### src/rtl/uart_pkg.sv
// Shared UART definitions: divisor type, standard baud rates and divisor helpers.
package uart_pkg;

   localparam int unsigned DIV_INT_W  = 16;
   localparam int unsigned DIV_FRAC_W = 4;

   localparam int unsigned BAUD_1200   = 1200;
   localparam int unsigned BAUD_19200  = 19200;
   localparam int unsigned BAUD_57600  = 57600;
   localparam int unsigned BAUD_115200 = 115200;

   typedef struct packed {
      logic [DIV_INT_W-1:0]  div_int;
      logic [DIV_FRAC_W-1:0] div_frac;
   } uart_div_t;

   // Divisor for an arbitrary baud rate, fraction rounded down to 1/2^DIV_FRAC_W.
   function automatic uart_div_t uart_baud_div(input int unsigned clk_hz,
                                               input int unsigned ovs,
                                               input int unsigned baud);
      uart_div_t   d;
      longint unsigned scaled;
      scaled     = (longint'(clk_hz) << DIV_FRAC_W) / (longint'(ovs) * longint'(baud));
      d.div_int  = DIV_INT_W'(scaled >> DIV_FRAC_W);
      d.div_frac = DIV_FRAC_W'(scaled);
      return d;
   endfunction

   // Power-up divisor: integer part of the 115200 divisor only.
   function automatic uart_div_t uart_default_div(input int unsigned clk_hz,
                                                  input int unsigned ovs);
      uart_div_t d;
      d          = uart_baud_div(clk_hz, ovs, BAUD_115200);
      d.div_frac = '0;
      return d;
   endfunction

endpackage

### src/rtl/baud_frac_div.sv
// Tick counter, fractional accumulator and oversample phase.
// Fractional accumulator present only when BAUD_FRAC_GEN_FRAC_EN is defined.
module baud_frac_div #(
   parameter int Oversample = 16,
   parameter int DivWidth   = 16,
   parameter int FracWidth  = 4
) (
   input  logic                 clk_i,
   input  logic                 rst_ni,
   input  logic                 en_i,
   input  logic                 sync_i,
   input  logic                 clr_i,
   input  logic [DivWidth-1:0]  div_int_i,
   input  logic [FracWidth-1:0] div_frac_i,
   output logic                 tick_o,
   output logic                 bit_tick_o
);

   localparam int PhW = $clog2(Oversample);

   logic [DivWidth-1:0] r_count;
   logic [PhW-1:0]      r_phase;
   logic [DivWidth-1:0] w_limit;
   logic                w_restart;

`ifdef BAUD_FRAC_GEN_FRAC_EN
   logic [FracWidth-1:0] r_acc;
   logic                 r_extra;
   logic [FracWidth:0]   w_acc_sum;

   assign w_acc_sum = {1'b0, r_acc} + {1'b0, div_frac_i};
   // A carry out of the accumulator stretches the following period by one cycle.
   assign w_limit   = div_int_i - DivWidth'(1) + DivWidth'(r_extra);

   always_ff @(posedge clk_i) begin
      if (!rst_ni || w_restart) begin
         r_acc   <= '0;
         r_extra <= 1'b0;
      end else if (tick_o) begin
         {r_extra, r_acc} <= w_acc_sum;
      end
   end
`else
   logic w_unused_frac;
   assign w_unused_frac = ^div_frac_i;
   assign w_limit       = div_int_i - DivWidth'(1);
`endif

   assign w_restart  = ~en_i | sync_i | clr_i;
   assign tick_o     = rst_ni & en_i & ~sync_i & (r_count == w_limit);
   assign bit_tick_o = tick_o & (r_phase == PhW'(Oversample - 1));

   always_ff @(posedge clk_i) begin
      if (!rst_ni || w_restart) begin
         r_count <= '0;
         r_phase <= '0;
      end else if (tick_o) begin
         r_count <= '0;
         r_phase <= r_phase + PhW'(1);
      end else begin
         r_count <= r_count + DivWidth'(1);
      end
   end

endmodule

### src/rtl/baud_frac_gen.sv
// Fractional baud generator top: divisor staging and deferred apply around baud_frac_div.
// Define BAUD_FRAC_GEN_FRAC_EN to enable the fractional divisor.
module baud_frac_gen
   import uart_pkg::*;
#(
   parameter int ClockFrequency = 50_000_000,
   parameter int Oversample     = 16,
   parameter int DivWidth       = 16,
   parameter int FracWidth      = 4
) (
   input  logic                 clk_i,
   input  logic                 rst_ni,
   input  logic                 en_i,
   input  logic                 sync_i,
   input  logic                 busy_i,
   input  logic                 div_wr_i,
   input  logic [DivWidth-1:0]  div_int_i,
   input  logic [FracWidth-1:0] div_frac_i,
   output logic                 div_pending_o,
   output logic                 tick_o,
   output logic                 bit_tick_o
);

   localparam uart_div_t DefDiv = uart_default_div(ClockFrequency, Oversample);

   logic [DivWidth-1:0]  r_stg_int,  r_act_int;
   logic [FracWidth-1:0] r_stg_frac, r_act_frac;
   logic                 r_pending;
   logic [DivWidth-1:0]  w_wr_int;
   logic                 w_tick;
   logic                 w_apply;

   assign w_wr_int = (div_int_i < DivWidth'(2)) ? DivWidth'(2) : div_int_i;
   // Swap only on a period boundary outside a frame, or at once while idle.
   assign w_apply  = r_pending & ((w_tick & ~busy_i) | ~en_i);

   always_ff @(posedge clk_i) begin
      if (!rst_ni) begin
         r_act_int  <= DivWidth'(DefDiv.div_int);
         r_act_frac <= FracWidth'(DefDiv.div_frac);
         r_stg_int  <= '0;
         r_stg_frac <= '0;
         r_pending  <= 1'b0;
      end else begin
         if (w_apply) begin
            r_act_int  <= r_stg_int;
            r_act_frac <= r_stg_frac;
         end
         if (div_wr_i) begin
            r_stg_int  <= w_wr_int;
            r_stg_frac <= div_frac_i;
            r_pending  <= 1'b1;
         end else if (w_apply) begin
            r_pending  <= 1'b0;
         end
      end
   end

   baud_frac_div #(
      .Oversample (Oversample),
      .DivWidth   (DivWidth),
      .FracWidth  (FracWidth)
   ) u_div (
      .clk_i      (clk_i),
      .rst_ni     (rst_ni),
      .en_i       (en_i),
      .sync_i     (sync_i),
      .clr_i      (w_apply),
      .div_int_i  (r_act_int),
      .div_frac_i (r_act_frac),
      .tick_o     (w_tick),
      .bit_tick_o (bit_tick_o)
   );

   assign tick_o        = w_tick;
   assign div_pending_o = r_pending;

endmodule

### config.mk
export PLATFORM = sky130hd
export DESIGN_NAME = baud_frac_gen
export DESIGN_NICKNAME = d
export VERILOG_FILES = /design/src/rtl/uart_pkg.sv /design/src/rtl/baud_frac_div.sv /design/src/rtl/baud_frac_gen.sv
export SDC_FILE = /design/constraint.sdc
export NUM_CORES = 1
export LEC_CHECK = 0
export CORE_ASPECT_RATIO = 0.8
export CORE_MARGIN = 8
export CORE_UTILIZATION = 50
export CTS_BUF_LIST = sky130_fd_sc_hd__clkbuf_8
export DETAILED_ROUTE_END_ITERATION = 10
export GPL_ROUTABILITY_DRIVEN = 0
export PLACE_DENSITY = 0.82
export SLEW_MARGIN = 15
export SYNTH_ARGS = -nofsm -noshare
export SYNTH_HDL_FRONTEND = slang
export SYNTH_SLANG_ARGS = --single-unit
### constraint.sdc
create_clock -name clk_i -period 4.8 [get_ports clk_i]
set_clock_uncertainty 0.05 [all_clocks]
set_input_delay 1.44 -clock clk_i [delete_from_list [all_inputs] [get_ports clk_i]]
set_output_delay 1.44 -clock clk_i [all_outputs]
set_load 0.03 [all_outputs]
# == Yosys cells after proc, flatten, opt, wreduce, memory -nomap -nowiden ==
# Index checks and enable logic that the tools add are counted.
# word_totals
register_bits,53
out_inout_bits,3
wordCells,30
# op_classes
addsub,3
magnitude_cmp,1
eq_ne,2
muxes,3
bitwise,12
n_reduce_logical,4
# ops
cell,n
adder 16 x 1 -> 16 bit (second input constant),1
== test 16 bit,1
< comparator 16 x 2 -> 1 bit (second input constant),1
2-to-1 mux 16 bit,1
subtractor 16 x 1 -> 16 bit (second input constant),1
bitwise AND 1 bit,6
adder 4 x 1 -> 4 bit (second input constant),1
== test 4 bit (second input constant),1
NOT 1 bit,3
bitwise OR 1 bit,3
2-to-1 mux 1 bit,2
nonzero test 2 bit,1
OR reduction 2 bit,1
logical NOT 1 bit,1
logical OR 1 bit,1

# == Logic depth before layout (Yosys ltp) ==
# depth
ltp_word,9
mapped_depth,14
depth_no_buf,9

# == Modules after synthesis ==
# Synthesis repeated with hierarchy kept, for this count alone.
# hier_totals
cells_unflattened,346
hier_area_um2,3074.2
# modules_own_cells
module,instances,cells_each,area_each_um2,seq_area_each_um2
baud_frac_gen,1,164,1609.0,820.8
baud_frac_div,1,182,1465.2,400.4

# == Least setup slack after synthesis ==
# Ideal clock, no wire load.
# synth_timing
path_kind,input to output
from,input sync_i
to,output bit_tick_o
t_arrival_ns,2.944
required_time_ns,3.310
slack_ns,0.366
path_stages,7
path_buffers,1
cell_sequence,nand3b_1 > nor3_1 > o2111ai_1 > a211oi_2 > o211a_1 > buf_6 > and4_1
# synth_via
elab_chain_len,4
# synth_lines
item,line,text
from (decl),baud_frac_gen.sv:14,"input logic sync_i,"
NOT 1 bit,baud_frac_div.sv:50,assign tick_o = rst_ni & en_i & ~sync_i & (r_count == w_limit);
bitwise AND 1 bit (2 in a row),baud_frac_div.sv:50,
net tick_o,baud_frac_gen.sv:20,"output logic tick_o,"
bitwise AND 1 bit,baud_frac_div.sv:51,assign bit_tick_o = tick_o & (r_phase == PhW'(Oversample - 1));
to (decl),baud_frac_gen.sv:21,output logic bit_tick_o
# The timed path passes the listed nets, and every way through them passes these cells.

# == Worst setup path in the final report ==
# layout_timing
from,input sync_i
to,output bit_tick_o
# layout_via
elab_chain_len,4
# layout_lines
item,line
NOT 1 bit,baud_frac_div.sv:50
bitwise AND 1 bit (2 in a row),baud_frac_div.sv:50
bitwise AND 1 bit,baud_frac_div.sv:51
# Every way passes these cells.

==> run metrics <==
Mapped Nets 368; reg2reg start r_act_int[0]; die height 85.26 um; Post-route DRC 0; Vias about 2400; final core utilization 57.52%; Initial DRT Pass Iterations 5; via/cell ratio 5.553; Slew HR a little under a third; post-layout net count 378; Hold Path Depth 2; H-Tree Depth 2; setup ws final 0.2616 ns; post-route ant nets 0; area delta synth->final 12.23%; Iter 0 DRT Violations between 80 and 90; CP required 3.31 ns; Final Hold Vio Count 0; Fmax 220.3 MHz; Syn Std Cell Area 2998 um2; clock transition at the registers of the reported paths 0.10 ns; CTS tree yes; Die W a little over 100 um; cell row count 25; Pins Over Slew Limit 0; Ys Warns 0; layout cells sized above 1 around 7.7%; crit-path max FO 2; # clock sinks 53; clk root buf clkbuf_8; sequential fraction of the synthesis area 35.39%; Buffers on Ports 24; status completed; worst-margin pin slew between 1 and 1.5 ns; Total GRT Usage between 10 and 15%; reg2reg end u_div.r_phase[3]; Setup TNS 0 ns; hold_ws 0.4134 ns; DIE AREA 8745 um2; worst-skew pair later-pin latency 0.31 ns; VDD IR-drop max 0.2000 mV; leakage between 1 and 1.5 nW; Yosys reg bits 53; first-pass GRT wire length 10700 um; clk buf depth 2; Avg Cell Area, Syn 8.843 um2; Cells after Synth 339; antenna diode count 0; core area 5849 um2; worst reg2reg path depth 10; slowest CP cell a211oi_2; vias in the first global route 2295; min Tclk post-route 4.538 ns; Cell Chain, Critical Path dlymetal6s2s_1 > nand3b_1 > nor3_2 > o2111ai_2 > a211oi_2 > o211a_1 > and4_1 > buf_6; Hold Path Class register to register; top_reg_cell synth dfxtp_1; wire per inst 14.61 um; WL final 6283 um; Place WS -0.1071 ns; Hold EP r_act_int[13]; Final Cycle Share 94.55%; highest cell delay on the worst timing path ~0.28 ns; FILL cells between 500 and 600; startpoint types primary input; RSZ-0062 raised after global routing no; Cell variety after synth a little over 60; total gr overflow 0; Initial Utilization just over 50%; Worst Path Arrival around 3.1 ns; R2R setup slack 1.23 ns; DPL Wire Length 4601 um; Crit. End Element output pin; hold buffers post-CTS 0; FFs w/ async S/R, synth 0%; CTS buffer count 5; worst hold start r_stg_int[13]; Boundary Pins 29; largest net degree at the start of global routing 51; # Max-Cap Violations 0; EDFF count, synth 0; antenna violations before repair 0; Final Setup Violations 0; CP Class primary input to output pin; Power Dens Cells between 200 and 300 nW/um2; Total Power 0.0008553 W
layout by cell type (no fill, tap or decap), types with 4 or more instances in the layout:
cell	count
xor2_1	17
nor3_1	4
dfxtp_1	53
and3_1	6
nor2_1	27
nand2b_1	4
nand2_1	33
clkdlybuf4s50_1	19
nor4_1	9
nand3_1	8
and4_1	4
xnor2_1	14
clkbuf_8	5
nor2b_1	23
mux2i_1	31
o21ai_0	4
inv_1	11
buf_4	7
cell type report:
class	count	area (um2)	share of cell area, %
multi-input combinational	248	1762	52.36
sequential	53	1061	31.54
timing repair buffer	30	291.5	8.665
tap	81	101.3	3.012
clock buffer	5	68.82	2.045
inverter	11	41.29	1.227
clock inverter	2	38.79	1.153
state kept, by name (all words and copies together), names as in the netlist:
register,count
div_pending_o,1
u_div.r_count,16
r_act_int,16
r_stg_int,16
u_div.r_phase,4
metal layers:
| layer | routed length (um) | global-route usage [%] |
|---|---|---|
| met5 | 0 | 0 |
| met4 | 58 | 2.926 |
| met3 | 368 | 4.579 |
| met2 | 2746 | 22.03 |
| met1 | 3109 | 20.82 |
cells by family after synthesis:
family | after synthesis | synth area share [%]
AOI/OAI and AO/OA | 43 | 11.98
xor gates and xnor gates | 32 | 9.808
adders and majority gates | 3 | 1.252
buffers and inverters | 38 | 6.219
DFF | 53 | 35.39
muxes | 31 | 10.35
and+or+nand+nor | 139 | 25.00
synth_stat cells, drive strengths merged, types with 4 or more instances:
cell | number | area, um2
and3 | 6 | 37.54
and4 | 4 | 35.03
buf | 10 | 81.33
clkbuf | 17 | 63.81
dfxtp | 53 | 1061
inv | 11 | 41.29
mux2i | 31 | 310.3
nand2 | 33 | 123.9
nand2b | 4 | 25.02
nand3 | 8 | 40.04
nor2 | 27 | 101.4
nor2b | 23 | 143.9
nor3 | 5 | 25.02
nor4 | 10 | 77.57
o21ai | 5 | 25.02
xnor2 | 14 | 122.6
xor2 | 17 | 148.9
through the flow:
stage / instance area, um2 / cells
final: 3364 / 430
after CTS: 3332 / 428
after detailed placement: 3212 / 420
after global routing: 3364 / 430
after floorplan: 2998 / 339
after global placement: 3212 / 420
worst max-delay path: cells and delay by family:
| family | cells | cell delay [ns] |
|---|---|---|
| AOI/OAI and AO/OA | 3 | 0.67 |
| and+or+nand+nor | 3 | 0.68 |
| buffers and inverters | 2 | 0.27 |
how the worst max path moves through the flow:
stage,end,depth (start not counted),slack (ns),startpoint
after floorplan,bit_tick_o,7,0.37,sync_i
after global placement,bit_tick_o,8,-0.05,sync_i
after detailed placement,bit_tick_o,8,-0.11,sync_i
after CTS,bit_tick_o,8,0.05,sync_i
after global routing,bit_tick_o,8,0.11,sync_i
final,bit_tick_o,8,0.26,sync_i
power breakdown:
part | internal (W) | switching (W) | leakage, nW
clock network | 0.000155 | 0.000146 | 0.0546
logic | 0.0000454 | 0.0000424 | 0.877
registers | 0.000452 | 0.0000139 | 0.432
total | 0.000653 | 0.000203 | 1.36
repair_timing:
action / in CTS / in global routing
setup buffers: 1 / 2
hold endpoints to repair: 0 / 0
endpoints found under the setup margin: 2 / 2
pin swaps: 2 / 6
resized for setup: 1 / 5
Note: power is estimated with default switching activity, not from simulation.
